## src/rtl/rv_boot_pkg.sv

```systemverilog
// Shared types and constants for the boot-time instruction memory loader.
// Stream layout: little-endian 16-bit word count, then 4 little-endian bytes per word.
package rv_boot_pkg;

  typedef enum logic [2:0] {
    ST_IDLE,
    ST_LEN0,
    ST_LEN1,
    ST_DATA,
    ST_FLUSH,
    ST_DONE,
    ST_ERR
  } loader_state_t;

  localparam int LEN_BYTES      = 2;
  localparam int BYTES_PER_WORD = 4;

  // Byte-counter value of the final byte of a word.
  localparam logic [1:0] LAST_BYTE = 2'(BYTES_PER_WORD - 1);

endpackage

```

## src/rtl/rv_byte_packer.sv

```systemverilog
// Little-endian 4-byte word assembler; word/word_valid register one cycle after the 4th byte.
// Never stalls: one byte per cycle accepted whenever byte_en is high; clr drops a partial word.
module rv_byte_packer
  import rv_boot_pkg::*;
(
  input  logic        clk,
  input  logic        rst_n,
  input  logic        clr,
  input  logic        byte_en,
  input  logic [7:0]  byte_data,
  output logic        word_last,
  output logic        word_valid,
  output logic [31:0] word
);

  logic [1:0]  cnt;
  logic [23:0] acc;

  assign word_last = byte_en && (cnt == LAST_BYTE);

  always_ff @(posedge clk) begin
    if (!rst_n) begin
      cnt        <= 2'd0;
      acc        <= 24'd0;
      word_valid <= 1'b0;
      word       <= 32'd0;
    end else begin
      word_valid <= word_last && !clr;
      if (clr) begin
        cnt <= 2'd0;
        acc <= 24'd0;
      end else if (byte_en) begin
        cnt <= cnt + 2'd1;
        case (cnt)
          2'd0:    acc[7:0]   <= byte_data;
          2'd1:    acc[15:8]  <= byte_data;
          2'd2:    acc[23:16] <= byte_data;
          default: word       <= {byte_data, acc};
        endcase
      end
    end
  end

endmodule

```

## src/rtl/rv_imem_loader.sv

```systemverilog
// Fills instruction memory from a length-prefixed byte stream, holding the core in reset until done.
// Write strobe lands one cycle after the 4th byte of each word; the stream is never stalled.
module rv_imem_loader
  import rv_boot_pkg::*;
#(
  parameter int ADDR_W      = 16,
  parameter int DEPTH_WORDS = 1024,
  parameter int TIMEOUT     = 65535
) (
  input  logic              clk,
  input  logic              rst_n,
  input  logic              start,
  input  logic              byte_valid,
  input  logic [7:0]        byte_data,
  output logic              byte_ready,
  output logic              instr_wr_en,
  output logic [ADDR_W-1:0] instr_addr,
  output logic [31:0]       instr_in,
  output logic              core_rst_n,
  output logic              busy,
  output logic              done,
  output logic              err
);

  localparam int LEN_W = 8 * LEN_BYTES;

  loader_state_t    state, state_nxt;
  logic [LEN_W-1:0] len;
  logic [LEN_W-1:0] len_in;
  logic [LEN_W-1:0] word_idx;
  logic [31:0]      idle_cnt;
  logic             hs;
  logic             timeout;
  logic             start_ok;
  logic             data_hs;
  logic             word_last;
  logic             last_word;

  assign byte_ready = (state == ST_LEN0) || (state == ST_LEN1) || (state == ST_DATA);
  assign hs         = byte_valid && byte_ready;
  assign data_hs    = hs && (state == ST_DATA);
  assign timeout    = (idle_cnt == 32'(TIMEOUT - 1));
  assign start_ok   = start && ((state == ST_IDLE) || (state == ST_DONE) || (state == ST_ERR));
  assign len_in     = {byte_data, len[7:0]};
  assign last_word  = (word_idx == len - LEN_W'(1));

  rv_byte_packer u_packer (
    .clk        (clk),
    .rst_n      (rst_n),
    .clr        (start_ok),
    .byte_en    (data_hs),
    .byte_data  (byte_data),
    .word_last  (word_last),
    .word_valid (instr_wr_en),
    .word       (instr_in)
  );

  always_ff @(posedge clk) begin
    if (!rst_n) state <= ST_IDLE;
    else        state <= state_nxt;
  end

  always_comb begin
    state_nxt = state;
    case (state)
      ST_IDLE, ST_DONE, ST_ERR: begin
        if (start) state_nxt = ST_LEN0;
      end
      ST_LEN0: begin
        if (hs)           state_nxt = ST_LEN1;
        else if (timeout) state_nxt = ST_ERR;
      end
      ST_LEN1: begin
        if (hs) begin
          if (len_in == '0)                              state_nxt = ST_DONE;
          else if (32'(len_in) > 32'(DEPTH_WORDS))       state_nxt = ST_ERR;
          else                                           state_nxt = ST_DATA;
        end else if (timeout) begin
          state_nxt = ST_ERR;
        end
      end
      ST_DATA: begin
        if (hs) begin
          if (word_last && last_word) state_nxt = ST_FLUSH;
        end else if (timeout) begin
          state_nxt = ST_ERR;
        end
      end
      // One extra cycle so the final write strobe precedes the core release.
      ST_FLUSH: state_nxt = ST_DONE;
      default:  state_nxt = ST_IDLE;
    endcase
  end

  always_ff @(posedge clk) begin
    if (!rst_n) begin
      len        <= '0;
      word_idx   <= '0;
      idle_cnt   <= 32'd0;
      instr_addr <= '0;
      busy       <= 1'b0;
      done       <= 1'b0;
      err        <= 1'b0;
      core_rst_n <= 1'b0;
    end else begin
      busy       <= (state_nxt == ST_LEN0) || (state_nxt == ST_LEN1) ||
                    (state_nxt == ST_DATA) || (state_nxt == ST_FLUSH);
      done       <= (state_nxt == ST_DONE);
      err        <= (state_nxt == ST_ERR);
      core_rst_n <= (state_nxt == ST_DONE);

      if (start_ok) begin
        len      <= '0;
        word_idx <= '0;
        idle_cnt <= 32'd0;
      end else begin
        if (byte_ready) idle_cnt <= hs ? 32'd0 : idle_cnt + 32'd1;
        else            idle_cnt <= 32'd0;

        if (hs && (state == ST_LEN0)) len[7:0] <= byte_data;
        if (hs && (state == ST_LEN1)) len      <= len_in;

        if (word_last) begin
          instr_addr <= ADDR_W'({word_idx, 2'b00});
          word_idx   <= word_idx + LEN_W'(1);
        end
      end
    end
  end

endmodule

```

## config.mk

```make
export PLATFORM = sky130hd
export DESIGN_NAME = rv_imem_loader
export DESIGN_NICKNAME = d
export VERILOG_FILES = /design/src/rtl/rv_boot_pkg.sv /design/src/rtl/rv_byte_packer.sv /design/src/rtl/rv_imem_loader.sv
export SDC_FILE = /design/constraint.sdc
export NUM_CORES = 1
export LEC_CHECK = 0
export BUFFER_PORTS_ARGS = -buffer_cell sky130_fd_sc_hd__buf_4
export CAP_MARGIN = 20
export CORE_MARGIN = 3
export CORE_UTILIZATION = 50
export CTS_BUF_LIST = sky130_fd_sc_hd__clkbuf_8
export DETAILED_ROUTE_END_ITERATION = 7
export GPL_ROUTABILITY_DRIVEN = 0
export PLACE_DENSITY_LB_ADDON = 0.25
export SKIP_CTS_REPAIR_TIMING = 1
export SYNTH_ARGS = -nofsm -noshare
export SYNTH_HDL_FRONTEND = slang
export SYNTH_SLANG_ARGS = --single-unit
export TNS_END_PERCENT = 1
```

## constraint.sdc

```tcl
create_clock -name clk -period 6.4 [get_ports clk]
set_input_delay 0.96 -clock clk [delete_from_list [all_inputs] [get_ports clk]]
set_output_delay 0.96 -clock clk [all_outputs]
set_load 0.05 [all_outputs]
```

==> summary.md <==
| Metric | Value |
|---|---|
| Status | `finished, final reports clean` |
| Initial antenna violation count | `0` |
| Wire per inst | `14.3 µm` |
| Sw Share | `21.7%` |
| Syn Inst Count | `777` |
| Clk_skew | `11.7 ps` |
| Worst Path Required | `6730 ps` |
| Crit path from | `state[2]` |
| Switching pwr | `398 µW` |
| TritonCTS clock tree | `yes` |
| Max-slew violations | `0` |
| Hold_ws | `464 ps` |
| Setup CP Type | `reg -> reg` |
| Die width | `119 µm` |
| Setup TNS | `0 ps` |
| Max-cap violations | `0` |
| Standard-cell row count | `40` |
| Cell Pwr Density | `248 nW/µm²` |
| Post-synthesis cell area | `6350 µm²` |
| Dpl cells | `965` |
| DR DRC count | `0` |
| Tmin final | `3160 ps` |
| Internal power | `1430 µW` |
| Die height | `119 µm` |
| Critical path peak fanout | `30` |
| Max Clock Freq | `317 MHz` |
| R2r setup slk | `3240 ps` |
| Utilization after layout | `60.3%` |
| GRT Overall Usage | `20.8%` |
| Core box area | `12200 µm²` |
| Worst Tran Pin Value | `996 ps` |
| Max_slew headroom | `33.6%` |
| Die footprint | `14100 µm²` |
| Post-synthesis compound-gate area fraction | `15.1%` |
| Antenna cells | `0` |
| Final WL | `14300 µm` |
| Simple-gate portion of the synthesized area | `26.7%` |
| RR Startpoint | `state[2]` |
| Initial drt markers | `281` |
| Largest family of logic cells by synthesized area | `simple AND/OR/NAND/NOR gates` |
| Vias | `5403` |
| DRT antenna net count | `0` |
| First-pass GRT wire length | `24300 µm` |
| Min-delay src | `u_packer.acc[15]` |
| Peak supply drop | `182 µV` |
| CTS Buf Count | `17` |
| Final setup fails | `0` |
| Xor/xnor cell area share of the yosys netlist | `7.31%` |
| Comb power frac | `4.1%` |
| Number of global-route vias before repair | `5125` |
| Clk network pwr share | `47.0%` |
| Flops & latches, synth | `143` |
| Cell variety after synth | `56` |
| Grt ovf | `0` |
| CTS Sinks | `143` |
| Sequential share of power | `48.9%` |
| Proportion of layout cells with a drive suffix above 1 | `13.8%` |
| Syn_area_per_cell | `8.17 µm²` |
| Clk root buf | `clkbuf_8` |
| Async set-reset flop share out of synthesis | `0%` |
| Crit start category | `flop` |
| Ports | `66` |
| Sequential area share after synthesis | `45.1%` |
| CP endpoint kind | `flop` |
| Post-Layout Cell Count | `997` |
| Endpoints failing hold | `0` |
| Initial Util | `52.0%` |
| Clock slew seen by the registers of the worst setup and hold paths | `80 ps` |
| Longest Clk Path Bufs | `2` |
| DRT Pass-1 Iters | `6` |
| Unrepaired setup endpoints after global routing | `no` |
| Hold Path Class | `reg -> reg` |
| P_leak | `0.00258 µW` |
| Vias per cell | `5.42` |
| H-tree levels | `4` |
| Most frequent cells in the layout | `nand2_1, dfxtp_1, buf_4, nor2_1, a21oi_1` |
| Commonest register cell after synthesis | `dfxtp_1` |
| Area Overhead vs Synth | `16.0%` |
| Clock Latency Late Sink | `450 ps` |
| Post-synth EDFFs | `0` |
| Adder-cell share of the synthesized area | `1.58%` |
| Ys Warns | `0` |
| Worst path arrival time | `3490 ps` |
| Multiplexer share of the synthesized area | `0.473%` |
| Final period util | `49.4%` |
| Layout net count | `836` |
| Buffers added on ports | `63` |
| Largest net degree at the start of global routing | `57` |
| HPWL after detailed placement | `9910 µm` |
| Commonest non-fill, non-tap cell in the layout | `nand2_1` |
==> worst max-delay path: stages (launching register included) <==
cell and delay [ps]:
dfxtp_1 420, and3b_1 410, and2_1 800, nand2_1 740
buf_4 460, nand2_1 110, a21boi_0 80
==> kinds of logic (layout without fill, tap and decap cells) <==
logic type,Yosys count,in the layout
adders and majority gates,8,8
buffers and inverters,57,108
xor gates and xnor gates,53,53
and+or+nand+nor,365,365
other,1,2
AOI/OAI and AO/OA,147,147
DFF,143,143
muxes,3,3
==> path summary, 6_finish.rpt <==
check | end | depth (start not counted)
setup / recovery | u_packer.word[3] | 6
hold / removal | u_packer.acc[15] | 2
setup reg to reg | u_packer.word[3] | 6
hold reg to reg | u_packer.acc[15] | 2
==> power groups by stage <==
stage	clock network, µW	registers, µW	logic (µW)
after global placement	0	915	72.8
after global routing	915	895	82.2
after detailed placement	0	915	75.3
after CTS	874	894	75.5
after floorplan	0	916	51.0
final	860	895	75.7
==> sequential cells by signal (all words and copies together), names as in the netlist <==
name                 cells
idle_cnt                32
u_packer.word           32
u_packer.acc            24
len                     16
word_idx                16
instr_addr              14
state                    3
u_packer.cnt             2
busy                     1
done                     1
err                      1
u_packer.word_valid      1
==> stage by stage <==
step / power, µW / area, µm² / setup WS, ps
4_1_cts: 1840 / 7370 / 3270
6_report: 1830 / 7370 / 3240
3_3_place_gp: 988 / 6850 / 3160
2_1_floorplan: 967 / 6350 / 3730
3_5_place_dp: 991 / 6880 / 3060
5_1_grt: 1890 / 7370 / 2970
==> cell usage after synthesis (2+ instances only) <==
cell      number  area [µm²]
buf_1          5        18.8
nand3_1       37         185
or3_1         11        68.8
a2111o_1       2        22.5
o21a_1         2        15.0
nor3b_1        2        15.0
xnor2_1       16         140
or2_2          5        31.3
and3_1        10        62.6
nand4_1       19         119
nor4_4         3        63.8
nor4_1         6        37.5
nor2_1        64         240
a21boi_0      47         353
or4_1          2        15.0
o21ai_0       12        60.1
a211o_1        3        26.3
buf_2          3        15.0
clkbuf_1      35         131
inv_1         10        37.5
nand2_1      183         687
xor2_1        37         324
nor3_1         8        40.0
a211oi_1       5        37.5
a21oi_1       60         300
buf_4          3        22.5
mux2i_1        3        30.0
dfxtp_1      143        2860
ha_1           8         100
nand2b_1       4        25.0
o21ai_1        4        20.0
==> final cells by class <==
cell class,count,area (µm²)
fillers,1137,4840
inverters,10,37.5
clock inverters,14,238
clock buffers,18,248
well taps,168,210
flip-flops and latches,143,2860
repair buffers,66,515
multi-input cells,578,3260
==> routing by layer <==
layer	routed length, µm	vias to the layer above	global-route usage (%)
li1	-	2709	-
met1	6460	2536	26.2
met2	6840	138	34.8
met3	760	20	5.69
met4	246	0	6.59
met5	0	-	0
No activity file was read; power rests on OpenSTA's default activity.
